### src/rtl/pwm_pkg.sv
// Shared definitions for the multi-channel PWM controller: frame field
// positions, mode encodings, parser states and the per-channel flag bundle.
package pwm_pkg;

  localparam int CH_MSB      = 31;
  localparam int CH_LSB      = 24;
  localparam int EN_BIT      = 23;
  localparam int MODE_BIT    = 22;
  localparam int POL_BIT     = 21;
  localparam int FRAME_WORDS = 3;

  localparam logic MODE_EDGE   = 1'b0;
  localparam logic MODE_CENTER = 1'b1;

  typedef enum logic [1:0] {IDLE, W1, W2, SKIP} parse_state_e;

  typedef struct packed {
    logic en;
    logic mode;
    logic pol;
  } pwm_flags_t;

  function automatic pwm_flags_t w0_flags(input logic [31:0] w);
    pwm_flags_t f;
    f.en   = w[EN_BIT];
    f.mode = w[MODE_BIT];
    f.pol  = w[POL_BIT];
    return f;
  endfunction

endpackage

### src/rtl/pwm_channel.sv
// One PWM channel: pending/active parameter sets, edge or center counter,
// boundary-gated shadow transfer and a registered, polarity-adjusted pin.
module pwm_channel
  import pwm_pkg::*;
#(
  parameter int CNT_W = 28
) (
  input  logic             clk,
  input  logic             rst_n,
  input  logic             wr,
  input  pwm_flags_t       wr_flags,
  input  logic [CNT_W-1:0] wr_period,
  input  logic [CNT_W-1:0] wr_hlevel,
  input  logic             sync,
  output logic             pin
);

  localparam logic [CNT_W-1:0] ONE = CNT_W'(1);

  pwm_flags_t       pend_q, pend_d, act_q, act_d;
  logic [CNT_W-1:0] pend_period_q, pend_period_d, pend_hlevel_q, pend_hlevel_d;
  logic [CNT_W-1:0] act_period_q, act_period_d, act_hlevel_q, act_hlevel_d;
  logic [CNT_W-1:0] cnt_q, cnt_d;
  logic             pend_vld_q, pend_vld_d, dir_dn_q, dir_dn_d, pin_q, pin_d;
  logic             run, boundary, take_wr, xfer;

  always_comb begin
    run      = act_q.en && (act_period_q != '0);
    boundary = act_q.en && ((act_q.mode == MODE_CENTER) ? ((cnt_q == '0) && dir_dn_q)
                                                         : (cnt_q == act_period_q));
    // a commit landing on the sync cycle applies at that sync
    take_wr  = wr && sync;
    xfer     = take_wr || (pend_vld_q && (!act_q.en || boundary || sync));

    pend_d        = pend_q;
    pend_period_d = pend_period_q;
    pend_hlevel_d = pend_hlevel_q;
    pend_vld_d    = pend_vld_q && !xfer;
    if (wr) begin
      pend_d        = wr_flags;
      pend_period_d = wr_period;
      pend_hlevel_d = wr_hlevel;
      pend_vld_d    = !take_wr;
    end

    act_d        = act_q;
    act_period_d = act_period_q;
    act_hlevel_d = act_hlevel_q;
    if (take_wr) begin
      act_d        = wr_flags;
      act_period_d = wr_period;
      act_hlevel_d = wr_hlevel;
    end else if (xfer) begin
      act_d        = pend_q;
      act_period_d = pend_period_q;
      act_hlevel_d = pend_hlevel_q;
    end

    // dir_dn_q at cnt==0 marks the start of a center period (the boundary)
    cnt_d    = cnt_q;
    dir_dn_d = 1'b1;
    if (act_q.mode == MODE_CENTER) begin
      dir_dn_d = dir_dn_q;
      if (dir_dn_q) begin
        if (cnt_q == '0) begin
          cnt_d    = ONE;
          dir_dn_d = 1'b0;
        end else begin
          cnt_d = cnt_q - ONE;
        end
      end else if (cnt_q >= act_period_q) begin
        cnt_d    = cnt_q - ONE;
        dir_dn_d = 1'b1;
      end else begin
        cnt_d = cnt_q + ONE;
      end
    end else begin
      cnt_d = (cnt_q >= act_period_q) ? '0 : cnt_q + ONE;
    end

    if (sync) begin
      cnt_d    = '0;
      dir_dn_d = 1'b0;
    end else if (xfer && !act_q.en) begin
      cnt_d    = '0;
      dir_dn_d = 1'b1;
    end
    if (!act_d.en || (act_period_d == '0)) begin
      cnt_d    = '0;
      dir_dn_d = 1'b1;
    end

    pin_d = run ? ((cnt_q < act_hlevel_q) ^ act_q.pol) : act_q.pol;
  end

  always_ff @(posedge clk or negedge rst_n) begin
    if (!rst_n) begin
      pend_q        <= '0;
      pend_period_q <= '0;
      pend_hlevel_q <= '0;
      pend_vld_q    <= 1'b0;
      act_q         <= '0;
      act_period_q  <= '0;
      act_hlevel_q  <= '0;
      cnt_q         <= '0;
      dir_dn_q      <= 1'b1;
      pin_q         <= 1'b0;
    end else begin
      pend_q        <= pend_d;
      pend_period_q <= pend_period_d;
      pend_hlevel_q <= pend_hlevel_d;
      pend_vld_q    <= pend_vld_d;
      act_q         <= act_d;
      act_period_q  <= act_period_d;
      act_hlevel_q  <= act_hlevel_d;
      cnt_q         <= cnt_d;
      dir_dn_q      <= dir_dn_d;
      pin_q         <= pin_d;
    end
  end

  assign pin = pin_q;

endmodule

### src/rtl/pwm_multi_ctrl.sv
// Frame parser, error counter and NUM_CH pwm_channel instances.
// Define PWM_SYNC_EN to add the pwm_sync phase-alignment input.
module pwm_multi_ctrl
  import pwm_pkg::*;
#(
  parameter int PWM_PARAM_TYPE = 0,
  parameter int NUM_CH         = 8,
  parameter int CNT_W          = 28
) (
  input  logic              clk,
  input  logic              rst_n,
  input  logic [31:0]       rx_axis_udp_tdata,
  input  logic              rx_axis_udp_tvalid,
  input  logic              rx_axis_udp_tlast,
  input  logic              rx_axis_udp_tuser,
`ifdef PWM_SYNC_EN
  input  logic              pwm_sync,
`endif
  output logic              cfg_done,
  output logic              cfg_err,
  output logic [15:0]       cfg_err_cnt,
  output logic [NUM_CH-1:0] pwm
);

  localparam logic TYPE_BIT = PWM_PARAM_TYPE[0];

  parse_state_e     state_q, state_d;
  logic [7:0]       ch_q, ch_d;
  pwm_flags_t       flags_q, flags_d;
  logic [CNT_W-1:0] period_q, period_d, hlevel_q, hlevel_d;
  logic             commit_q, commit_d, err_q, err_d;
  logic [15:0]      err_cnt_q, err_cnt_d;
  logic             sync_p;

  always_comb begin
    state_d  = state_q;
    ch_d     = ch_q;
    flags_d  = flags_q;
    period_d = period_q;
    hlevel_d = hlevel_q;
    commit_d = 1'b0;
    err_d    = 1'b0;
    if (rx_axis_udp_tvalid) begin
      case (state_q)
        IDLE: begin
          if (rx_axis_udp_tuser == TYPE_BIT) begin
            ch_d    = rx_axis_udp_tdata[CH_MSB:CH_LSB];
            flags_d = w0_flags(rx_axis_udp_tdata);
            if (rx_axis_udp_tlast) err_d   = 1'b1;
            else                   state_d = W1;
          end else if (!rx_axis_udp_tlast) begin
            state_d = SKIP;
          end
        end
        W1: begin
          period_d = rx_axis_udp_tdata[CNT_W-1:0];
          if (rx_axis_udp_tlast) begin
            err_d   = 1'b1;
            state_d = IDLE;
          end else begin
            state_d = W2;
          end
        end
        W2: begin
          hlevel_d = rx_axis_udp_tdata[CNT_W-1:0];
          state_d  = IDLE;
          if (!rx_axis_udp_tlast) begin
            err_d   = 1'b1;
            state_d = SKIP;
          end else if ({1'b0, ch_q} >= 9'(NUM_CH)) begin
            err_d = 1'b1;
          end else begin
            commit_d = 1'b1;
          end
        end
        SKIP:    if (rx_axis_udp_tlast) state_d = IDLE;
        default: state_d = IDLE;
      endcase
    end
    err_cnt_d = (err_d && (err_cnt_q != 16'hFFFF)) ? err_cnt_q + 16'd1 : err_cnt_q;
  end

  always_ff @(posedge clk or negedge rst_n) begin
    if (!rst_n) begin
      state_q   <= IDLE;
      ch_q      <= '0;
      flags_q   <= '0;
      period_q  <= '0;
      hlevel_q  <= '0;
      commit_q  <= 1'b0;
      err_q     <= 1'b0;
      err_cnt_q <= '0;
    end else begin
      state_q   <= state_d;
      ch_q      <= ch_d;
      flags_q   <= flags_d;
      period_q  <= period_d;
      hlevel_q  <= hlevel_d;
      commit_q  <= commit_d;
      err_q     <= err_d;
      err_cnt_q <= err_cnt_d;
    end
  end

`ifdef PWM_SYNC_EN
  logic sync_in_q, sync_p_q, sync_p_d;
  assign sync_p_d = pwm_sync && !sync_in_q;
  always_ff @(posedge clk or negedge rst_n) begin
    if (!rst_n) begin
      sync_in_q <= 1'b0;
      sync_p_q  <= 1'b0;
    end else begin
      sync_in_q <= pwm_sync;
      sync_p_q  <= sync_p_d;
    end
  end
  assign sync_p = sync_p_q;
`else
  assign sync_p = 1'b0;
`endif

  // channel regs load from the committed frame regs while commit_q is high
  for (genvar i = 0; i < NUM_CH; i++) begin : g_ch
    pwm_channel #(.CNT_W(CNT_W)) u_ch (
      .clk       (clk),
      .rst_n     (rst_n),
      .wr        (commit_q && (ch_q == 8'(i))),
      .wr_flags  (flags_q),
      .wr_period (period_q),
      .wr_hlevel (hlevel_q),
      .sync      (sync_p),
      .pin       (pwm[i])
    );
  end

  assign cfg_done    = commit_q;
  assign cfg_err     = err_q;
  assign cfg_err_cnt = err_cnt_q;

endmodule

### config.mk
export PLATFORM = sky130hd
export DESIGN_NAME = pwm_multi_ctrl
export DESIGN_NICKNAME = d
export VERILOG_FILES = /design/src/rtl/pwm_pkg.sv /design/src/rtl/pwm_channel.sv /design/src/rtl/pwm_multi_ctrl.sv
export SDC_FILE = /design/constraint.sdc
export NUM_CORES = 2
export LEC_CHECK = 0
export ABC_CLOCK_PERIOD_IN_PS = 3200
export CAP_MARGIN = 20
export CORE_MARGIN = 10
export CORE_UTILIZATION = 58
export CTS_CLUSTER_DIAMETER = 80
export CTS_CLUSTER_SIZE = 20
export DETAILED_ROUTE_END_ITERATION = 12
export PLACE_DENSITY = 0.77
export SKIP_LAST_GASP = 1
export SYNTH_ARGS = -nofsm -noshare
export SYNTH_HDL_FRONTEND = slang
export SYNTH_SLANG_ARGS = --single-unit
### constraint.sdc
create_clock -name clk -period 3.2 [get_ports clk]
set_input_delay 0.48 -clock clk [delete_from_list [all_inputs] [get_ports clk]]
set_output_delay 0.48 -clock clk [all_outputs]
set_load 0.05 [all_outputs]
==> summary.txt <==
Drt
  – Drt first pass iters: 6
  – Wire per inst: roughly 25 um
  – Remaining DRCs: 0
  – Initial DRC count: around 6400
  – ANT nets after route: 0
  – Final wirelength: 211000 um
  – Vias per cell: 6.48
  – Via Count: 55600

Clocking
  – Root Buffer Master: clkbuf_16
  – CTS tree: done
  – Number of H-tree levels: 3
  – Clock slew at reported path FFs: ~0.09 ns
  – CTS buffer count: 80
  – Clock Tree Buf Depth: 3
  – CTS sink cnt: 1279
  – Clock Latency Late Sink: between 0.7 and 0.8 ns

Final layout
  – Area Overhead vs Synth: 13.5%
  – Final-stage net count: ~7500
  – Share of cells above drive strength 1: ~24%

Global routing
  – Total track usage: 31.3%
  – GRT overflow: 0
  – Global routing's busiest layer: met2
  – Vias in the first global route: about 54000
  – Pin count of the biggest net entering global routing: roughly 130
  – Global-route wire length before repair: between 300000 and 400000 um
  – Met1 usage: between 40% and 50%
  – Routing usage on met3: 7.05%
  – Met2 Use GR: about 48%
  – Initial antenna violation count: 40

Placement
  – Post-DP HPWL: 147000 um
  – Dpl ws: -0.133 ns
  – PortBufs: 62
  – GPL Wtd Cong: ~0.96

STA
  – Slew @ Worst Pin: ~1.3 ns
  – Hold Fails Final Rpt: 0
  – Worst Skew: around 0.029 ns
  – Fin. max-slew vios: 0
  – Min Tclk post-route: between 3 and 4 ns
  – Max-slew headroom: between 10 and 15%
  – Final setup viols: 2
  – RSZ-0062 raised after global routing: true
  – PnR worst setup slack: -0.117 ns
  – Period utilization: 104%
  – Setup TNS: -0.123 ns
  – Fmax: around 300 MHz

Worst setup path
  – Req. time, crit path: ~3.8 ns
  – Most used cell, CP: or4_4
  – R2r setup slk: -0.12 ns
  – CP max-delay cell: or4_4
  – Crit-path max cell delay: around 0.53 ns
  – Worst R2R Start: g_ch[2].u_ch.cnt_q[1]$_DFF_PN0_
  – Crit path launch: g_ch[2].u_ch.cnt_q[1]$_DFF_PN0_
  – Crit-path cells: or4_4, or4_4, nand3b_4, or4_4, or3_4, or4_4, or2_1, a221oi_2
  – Worst Path Arrival: 3.92 ns
  – R2r endpoint: g_ch[2].u_ch.cnt_q[25]$_DFF_PN0_
  – CP Launch Type: flop
  – Crit path max fanout: 3
  – CP Class: reg -> reg
  – Crit path max-delay family: simple AND/OR/NAND/NOR gates
  – Reg2Reg Depth: 8
  – Crit path buffers/inverters: 0
  – Setup crit end kind: flop

Synth
  – Syn Nets: a little over 7000
  – Area leader, netlist: dfrtp_1
  – Ranking of synthesized cells by area: dfrtp_1 46%, mux2_2 14%, ha_1 8.3%
  – Post-synth ARST share: 100%
  – Avg Inst Size Synth: approximately 10 sq um
  – Synth Register Bits: between 1000 and 1500
  – Top cells by count, synth: 1271 x dfrtp_1, 843 x mux2_2, 685 x nand2_1
  – Post-Syn Area: roughly 70000 sq um
  – Cells after Synth: approximately 6600
  – Number of synthesis warnings: 0
  – Post-synth EDFFs: 0
  – Unique masters post-synth: 93
  – Synth Flop Type: dfrtp_1
  – Post-synthesis sequential area ratio: between 40 and 50%
  – Yosys top cell area share: 46.3%
  – Top-count cell post-synth: dfrtp_1

Pwr
  – Sequential power share: between 50% and 60%
  – Sw Share: 30.4%
  – Peak VDD IR: between 0.0005 and 0.0006 V
  – Comb pwr share: about 6.8%
  – Leakage: about 38 nW
  – Internal: between 20 and 25 mW
  – Net Sw Power: around 9.7 mW
  – Clock network fraction of design power: 33.7%
  – PnR Total Power: 31.9 mW
  – Power density over the cells: approximately 410 nW/um^2

Die
  – Initial Util: 58.3%
  – I/O pin cnt: 63
  – Core area: ~120000 sq um
  – Site Rows: 126
  – Die width: between 300 and 400 um
  – Die Span Y: 364 um
  – Die ar.: 133000 sq um

Job
  – Max-Cap Viols: 0

Status
  – Outcome: finished with violations
  – Failing checks: setup timing

Worst hold path
  – Type of the tightest min-delay check: in -> async
[power groups by stage]
| stage | clock network, mW | logic (mW) | registers [mW] |
|---|---|---|---|
| after floorplan | 0 | 0.548 | 17.4 |
| after global placement | 0 | 1.64 | 19.4 |
| after detailed placement | 0 | 1.99 | 19.3 |
| after CTS | 10.9 | 2.01 | 18.9 |
| after global routing | 11.5 | 2.27 | 18.9 |
| final | 10.7 | 2.18 | 19.0 |
[worst max path at each step]
stage,to,slack (ns),depth (start not counted)
6_report,g_ch[2].u_ch.cnt_q[25]$_DFF_PN0_,-0.12,8
5_1_grt,g_ch[2].u_ch.cnt_q[25]$_DFF_PN0_,-0.22,8
4_1_cts,g_ch[2].u_ch.cnt_q[25]$_DFF_PN0_,-0.10,8
3_5_place_dp,g_ch[2].u_ch.cnt_q[11]$_DFF_PN0_,-0.13,10
3_3_place_gp,g_ch[2].u_ch.cnt_q[5]$_DFF_PN0_,-0.12,11
2_1_floorplan,g_ch[2].u_ch.cnt_q[25]$_DFF_PN0_,-0.03,8
[per-stage QoR]
step                utilization (%)  cell area [sq um]  hold WS, ns  instances
CTS                            65.6              77200        0.367       8545
detailed placement             63.5              74700        0.432       8424
floorplan                         -              68700        0.184       6576
global route                   66.1              77900        0.375       8566
global placement               63.3              74600        0.435       8418
finish                         66.2              77900        0.353       8578
[logic make-up after synthesis]
kind of cell	share of synthesized area [%]
DFF	46.6
AOI/OAI and AO/OA	10.9
buffers and inverters	4.35
xor gates and xnor gates	0.701
adders and majority gates	8.33
and+or+nand+nor	15.0
muxes	14.1
[timing repair]
action,4_1_cts,5_1_grt
setup buffers,0,16
endpoints found under the setup margin,34,214
resized for setup,14,100
pin swaps,1,26
endpoints found under the hold margin,42,0
hold buffers,1,0
[routing by layer]
metal  routed length [um]  vias up
met5                  121        -
met2                94400     2698
met4                10600       18
met3                21300      540
li1                     -    24700
met1                84300    27600
[sequential cells by signal, summed over array words and instances (netlist names), 8 cells and up]
name                     count
ch_q                         8
g_ch.u_ch.pend_period_q    224
g_ch.u_ch.pend_q            24
hlevel_q                    28
g_ch.u_ch.pend_hlevel_q    224
g_ch.u_ch.cnt_q            224
g_ch.u_ch.pend_vld_q         8
g_ch.u_ch.act_period_q     224
g_ch.u_ch.pin                8
g_ch.u_ch.act_hlevel_q     224
g_ch.u_ch.act_q             24
g_ch.u_ch.dir_dn_q           8
period_q                    28
cfg_err_cnt                 16
[worst register-to-register path, delay by kind of cell, from the launching register on]
kind,cells,cell delay [ns]
simple gates,7,2.61
flops,1,0.39
compound gates,1,0.21
[final cells by class]
| class | instances | area, sq um |
|---|---|---|
| clock inverters | 21 | 236 |
| multi-input cells | 4512 | 34400 |
| flip-flops and latches | 1279 | 32000 |
| fillers | 8857 | 39800 |
| diodes | 14 | 35.0 |
| repair buffers | 609 | 5260 |
| well taps | 1536 | 1920 |
| inverters | 508 | 1910 |
| clock buffers | 99 | 2160 |
[cell usage in the layout (no fill, tap or decap), types with 28 or more instances in the layout]
master           Yosys  layout
nor2_1             293     287
or2_2               28      28
mux2_2             843     841
a21oi_1            228     227
nand2_1            685     683
and3_1              80      80
xnor2_1             33      33
nand2b_1            56      56
o221a_2             34      34
nand3_1            145     143
nor2b_1             33      32
and4_1              28      28
a21o_1              69      69
nand4_1            121     121
buf_4                8     509
a31oi_1             38      37
or4_1               40      30
nor4_1             181     171
clkbuf_16            0      81
a211oi_1            82      80
nor3_1             203     189
dfrtp_1           1271    1266
a221oi_1            89      74
o21ai_0            193     190
inv_1              508     506
a22oi_1             32      32
or3_1               75      64
clkdlybuf4s50_1      0      61
ha_1               457     456
o22ai_1             34      34
No activity file was read; power rests on OpenSTA's default activity.
